$ cat src/rtl/hazard_ctl.sv
// Pipeline hazard controller for the five-stage datapath: drives PC / IF/ID / ID/EX / EX/MEM
// enables, flushes and bubbles; zero-cycle latency from hazard, hold and branch to the enables.
// Backpressure: a data-memory wait (mem_req & ~mem_ready) freezes every stage and never consumes a bubble.
//
// Ports:
//   clk, rst                       clock, synchronous active-high reset
//   ifid_rs, ifid_rt               source registers of the instruction in IF/ID
//   idex_memread, idex_rt          load flag and destination of the instruction in ID/EX
//   branch_taken                   PCSrc from MEM
//   mem_req, mem_ready             data-memory access handshake of EX/MEM
//   pc_we .. exmem_flush           pipeline register controls (combinational)
//   stall_cnt, flush_cnt, state    registered debug observables
module hazard_ctl #(
  parameter int LOAD_BUBBLES = 1
) (
  input  logic        clk,
  input  logic        rst,
  input  logic [4:0]  ifid_rs,
  input  logic [4:0]  ifid_rt,
  input  logic        idex_memread,
  input  logic [4:0]  idex_rt,
  input  logic        branch_taken,
  input  logic        mem_req,
  input  logic        mem_ready,
  output logic        pc_we,
  output logic        ifid_we,
  output logic        ifid_flush,
  output logic        idex_we,
  output logic        idex_bubble,
  output logic        exmem_we,
  output logic        exmem_flush,
  output logic [15:0] stall_cnt,
  output logic [15:0] flush_cnt,
  output logic [1:0]  state
);

  typedef enum logic [1:0] {
    RUN        = 2'd0,
    LOAD_STALL = 2'd1,
    ILLEGAL    = 2'd2,
    MEM_WAIT   = 2'd3
  } state_t;

  localparam logic [1:0] LEFT_INIT = 2'(LOAD_BUBBLES - 1);

  state_t      state_q, state_d, eff_state;
  logic [1:0]  left_q, left_d;
  logic        saved_q, saved_d;
  logic [15:0] stall_cnt_q, stall_cnt_d;
  logic [15:0] flush_cnt_q, flush_cnt_d;
  logic        hold, hazard, stall_inc, flush_inc;

  assign hold   = mem_req & ~mem_ready;
  assign hazard = idex_memread & (idex_rt != 5'd0) &
                  ((idex_rt == ifid_rs) | (idex_rt == ifid_rt));

  // Once memory releases, MEM_WAIT acts as whichever state it interrupted.
  assign eff_state = (state_q == MEM_WAIT) ? (saved_q ? LOAD_STALL : RUN) : state_q;

  always_comb begin
    pc_we       = 1'b0;
    ifid_we     = 1'b0;
    ifid_flush  = 1'b0;
    idex_we     = 1'b0;
    idex_bubble = 1'b0;
    exmem_we    = 1'b0;
    exmem_flush = 1'b0;
    state_d     = state_q;
    left_d      = left_q;
    saved_d     = saved_q;
    stall_inc   = 1'b0;
    flush_inc   = 1'b0;

    if (rst) begin
      state_d = RUN;
      left_d  = 2'd0;
      saved_d = 1'b0;
    end else if (state_q == ILLEGAL) begin
      // Unused encoding: freeze the pipe for one cycle and return to RUN.
      state_d   = RUN;
      left_d    = 2'd0;
      stall_inc = 1'b1;
    end else if (hold) begin
      // Branch and hazard are re-presented by the frozen EX/MEM, so ignore them here.
      if (state_q != MEM_WAIT) begin
        saved_d = (state_q == LOAD_STALL);
        state_d = MEM_WAIT;
      end
      stall_inc = 1'b1;
    end else if (branch_taken) begin
      pc_we       = 1'b1;
      ifid_we     = 1'b1;
      ifid_flush  = 1'b1;
      idex_we     = 1'b1;
      idex_bubble = 1'b1;
      exmem_we    = 1'b1;
      exmem_flush = 1'b1;
      left_d      = 2'd0;
      state_d     = RUN;
      flush_inc   = 1'b1;
    end else if (eff_state == LOAD_STALL || hazard) begin
      idex_we     = 1'b1;
      idex_bubble = 1'b1;
      exmem_we    = 1'b1;
      stall_inc   = 1'b1;
      if (eff_state == LOAD_STALL) begin
        // left<=1 also guards against underflow on a corrupted count.
        if (left_q <= 2'd1) begin
          left_d  = 2'd0;
          state_d = RUN;
        end else begin
          left_d  = left_q - 2'd1;
          state_d = LOAD_STALL;
        end
      end else begin
        left_d  = LEFT_INIT;
        state_d = (LOAD_BUBBLES > 1) ? LOAD_STALL : RUN;
      end
    end else begin
      pc_we    = 1'b1;
      ifid_we  = 1'b1;
      idex_we  = 1'b1;
      exmem_we = 1'b1;
      state_d  = RUN;
    end

    stall_cnt_d = stall_cnt_q;
    flush_cnt_d = flush_cnt_q;
    if (rst) begin
      stall_cnt_d = 16'd0;
      flush_cnt_d = 16'd0;
    end else begin
      if (stall_inc && stall_cnt_q != 16'hFFFF) stall_cnt_d = stall_cnt_q + 16'd1;
      if (flush_inc && flush_cnt_q != 16'hFFFF) flush_cnt_d = flush_cnt_q + 16'd1;
    end
  end

  always_ff @(posedge clk) begin
    if (rst) begin
      state_q     <= RUN;
      left_q      <= 2'd0;
      saved_q     <= 1'b0;
      stall_cnt_q <= 16'd0;
      flush_cnt_q <= 16'd0;
    end else begin
      state_q     <= state_d;
      left_q      <= left_d;
      saved_q     <= saved_d;
      stall_cnt_q <= stall_cnt_d;
      flush_cnt_q <= flush_cnt_d;
    end
  end

  assign stall_cnt = stall_cnt_q;
  assign flush_cnt = flush_cnt_q;
  assign state     = state_q;

endmodule

$ cat config.mk
export PLATFORM = sky130hd
export DESIGN_NAME = hazard_ctl
export DESIGN_NICKNAME = d
export VERILOG_FILES = /design/src/rtl/hazard_ctl.sv
export SDC_FILE = /design/constraint.sdc
export NUM_CORES = 1
export LEC_CHECK = 0
export CAP_MARGIN = 20
export CORE_ASPECT_RATIO = 0.9
export CORE_MARGIN = 3
export CORE_UTILIZATION = 50
export DETAILED_ROUTE_END_ITERATION = 16
export GPL_TIMING_DRIVEN = 0
export HOLD_SLACK_MARGIN = 0.02
export PLACE_DENSITY = 0.84
export SETUP_SLACK_MARGIN = 0.5
export SLEW_MARGIN = 20
export SYNTH_ARGS = -nofsm -noshare
export SYNTH_HDL_FRONTEND = slang
export SYNTH_SLANG_ARGS = --single-unit
$ cat constraint.sdc
create_clock -name clk -period 3.25 [get_ports clk]
set_input_delay 0.325 -clock clk [delete_from_list [all_inputs] [get_ports clk]]
set_output_delay 0.325 -clock clk [all_outputs]
set_load 0.005 [all_outputs]
==> key figures <==
Clock tree
  • CTS buffer count: 5
  • CTS tree: built
  • Worst skew pair latency: 0.30 ns
  • TritonCTS Sinks: 37
  • H-tree levels: 2
  • Clock Pin Slew Worst Setup and Hold Paths: 0.07 ns
  • Clock Path Buffers: 2
  • Setup bufs post-CTS: 0
  • Clk Tree Root Cell: clkbuf_8

Placement
  • IO buf count: 60
  • Number of cells after detailed placement: roughly 340
  • Post-DP HPWL: 3460 um
  • RD Place Congestion: 0.779

Logic synthesis
  • Register bit total from synthesis: 37
  • Mean Syn Cell Area: 8.38 um^2
  • Syn Inst Count: approximately 240
  • Synth area leader: dfxtp_1
  • Warnings from Yosys: 0
  • Distinct cell type count after synthesis: 45
  • Post-synthesis sequential area ratio: 37.6%
  • Mapped Area: 1970 um^2
  • Top cell type's share of synthesized area: 37.6%
  • Area contributors post-synth: dfxtp_1 (38%), xor2_1 (5.8%), nand3_1 (5.3%)
  • Synthesized Nets: around 260

Power
  • Leakage Power: between 0.9 and 1 nW
  • IR Drop Worst-Case VDD: roughly 0.00026 V
  • PwrDens: 335 nW/um^2

Critical path
  • Worst EP arrival: around 2.3 ns
  • CP startpoint kind: primary input
  • Critical path fanouts, max: 4
  • Critical Path RT: between 2 and 3 ns
  • Flop2flop setup slack: approximately 1.0 ns
  • Setup CP Type: in2out
  • CP endpoint kind: primary output

Die
  • Die X: a little over 70 um
  • Initial Utilization: 55.0%
  • Std-Cell Rows: 20
  • Die Y: 65.5 um
  • IO Pins: 62
  • Core footprint: about 3600 um^2
  • Die area: between 4000 and 5000 um^2

STA
  • Final setup viols: 0
  • Worst relative slew slack: between 60% and 70%
  • Slew at the pin with the worst max-slew slack: between 0.5 and 0.6 ns
  • Unrepaired setup endpoints after global routing: no
  • Setup TNS: 0 ns
  • Hold Violations, Final: 0
  • Max Transition Viols Final: 0
  • Final clock skew: between 0.007 and 0.008 ns
  • Final Cycle Share: about four fifths
  • Min Tclk post-route: 2.63 ns
  • Peak Freq: between 300 and 400 MHz

Global route
  • First-pass GRT wire length: between 8000 and 9000 um
  • Number of global-route vias before repair: around 1800
  • Largest net degree at the start of global routing: 12
  • Initial antenna violation count: 0
  • GRT Util Overall: approximately 22%
  • Total gr overflow: 0

Final layout
  • Layout cells sized above 1: around 8.6%
  • Area Overhead vs Synth: 38.4%
  • Final nets: between 300 and 400
  • Diode count: 0
  • Non-Filler Instances: 347

Routing
  • # DRC: 0
  • Post-DRT Antenna Nets: 0
  • Drt via density: 5.51
  • DR vias: between 1500 and 2000
  • Routed WL per cell: between 10 and 15 um
  • Routed WL: 4830 um
  • DR iter-0 viols: between 80 and 90
  • Detailed Routing Iterations Pass 1: 4

Outcome
  • Status: complete, no violations

Flow run
  • Max Cap Violations: 0

Worst hold path
  • Worst Hold Class: in2reg
## through the flow
| step | util, % | power [W] | instance area (um^2) | hold slack, ns | setup slack [ns] |
|---|---|---|---|---|---|
| floorplan | - | 0.000543 | 1970 | 0.428 | 1.26 |
| global placement | 73.3 | 0.000607 | 2620 | 0.439 | 0.396 |
| detailed placement | 73.3 | 0.000608 | 2620 | 0.445 | 0.344 |
| CTS | 75.9 | 0.000919 | 2720 | 0.388 | 0.520 |
| global route | 76.1 | 0.000958 | 2720 | 0.433 | 0.483 |
| finish | 76.1 | 0.000912 | 2720 | 0.393 | 0.621 |
## kinds of logic (layout without fill, tap and decap cells)
group,count (synthesis),after routing,synth area share [%]
AOI/OAI and AO/OA,44,44,13.7
adders and majority gates,2,2,1.27
xor gates and xnor gates,25,25,11.1
muxes,4,4,2.29
DFF,37,37,37.6
buffers and inverters,19,87,5.53
and+or+nand+nor,104,104,28.4
## synthesized netlist by cell type
master	count
dfxtp_1	37
nor2_1	25
nand3_1	21
a21oi_1	17
or3_1	13
xor2_1	13
nand2_1	12
xnor2_1	12
inv_1	8
o21ai_1	8
and3_1	6
clkbuf_1	5
o21ai_0	5
nand4_1	4
nor2b_1	4
buf_4	3
mux2i_1	3
nand2b_1	3
nor3_1	3
a31oi_1	2
and2_1	2
and4_1	2
buf_6	2
ha_1	2
o311a_1	2
o31ai_1	2
a211oi_1	1
a21bo_2	1
a21oi_2	1
a311oi_1	1
a311oi_2	1
and3_2	1
and3_4	1
and4_4	1
buf_8	1
mux2_4	1
nand4b_1	1
nor3_2	1
nor4_1	1
o21a_1	1
o21ai_2	1
o22ai_1	1
or3b_2	1
or4_1	1
or4_4	1
## worst max-delay path, cell delays in order
cell and delay, ns:
clkdlybuf4s50_1 0.59, xnor2_1 0.15, nand3_1 0.11, o22ai_2 0.28, a21oi_1 0.11, o21a_1 0.19, buf_4 0.12, clkdlybuf4s50_1 0.43
## repair_timing
action,CTS,global route
pin swaps,0,0
endpoints found under the setup margin,2,3
gates resized for setup,5,2
hold buffers,0,0
## per-layer routing
layer  part of all wire (%)  global-route usage, %  wire length [um]
met1                     49                   29.4              2350
met2                     43                   32.6              2080
met3                    7.2                   6.88               349
met4                   0.99                   5.87                48
met5                      0                      0                 0
## final timing paths
path / start / to / depth (start not counted)
max: idex_rt[0] / pc_we / 8
min: rst / stall_cnt[15] / 2
max reg2reg: stall_cnt[0] / stall_cnt[1] / 9
min reg2reg: left_q[1] / left_q[1] / 1
## state kept, by name (all words and copies together) (netlist names)
register	count
flush_cnt	16
state	2
saved_q	1
stall_cnt	16
left_q	2
## report_power, final
group / total, W / internal, W / switching [W] / leakage (nW)
Sequential: 0.000467 / 0.000459 / 0.00000777 / 0.299
Clock: 0.000312 / 0.000149 / 0.000163 / 0.0450
Combinational: 0.000134 / 0.0000732 / 0.0000604 / 0.627
## area by class of cell
cell class | instances | area (um^2)
multi-input combinational | 179 | 1140
fill | 281 | 855
tap | 44 | 55.1
inverter | 8 | 30.0
sequential | 37 | 741
clock buffer | 6 | 72.6
clock inverter | 2 | 10.0
buffer | 11 | 78.8
timing repair buffer | 60 | 599
## cells in the final DEF, fill, tap and decap left out, drive strengths merged, types with 2 or more instances in the layout
cell type	instances
inv	8
and3	8
nor3	4
or4	2
xnor2	12
nor2b	4
and4	3
clkinv	2
o31ai	2
o21ai	14
clkbuf	11
nand4	4
a21oi	18
ha	2
or3	13
mux2i	3
nand2	12
a311oi	2
xor2	13
nor2	25
nand3	21
a31oi	2
o311a	2
buf	6
dfxtp	37
and2	2
nand2b	3
dlygate4sd2	3
clkdlybuf4s50	56
No activity file was read; power rests on OpenSTA's default activity.
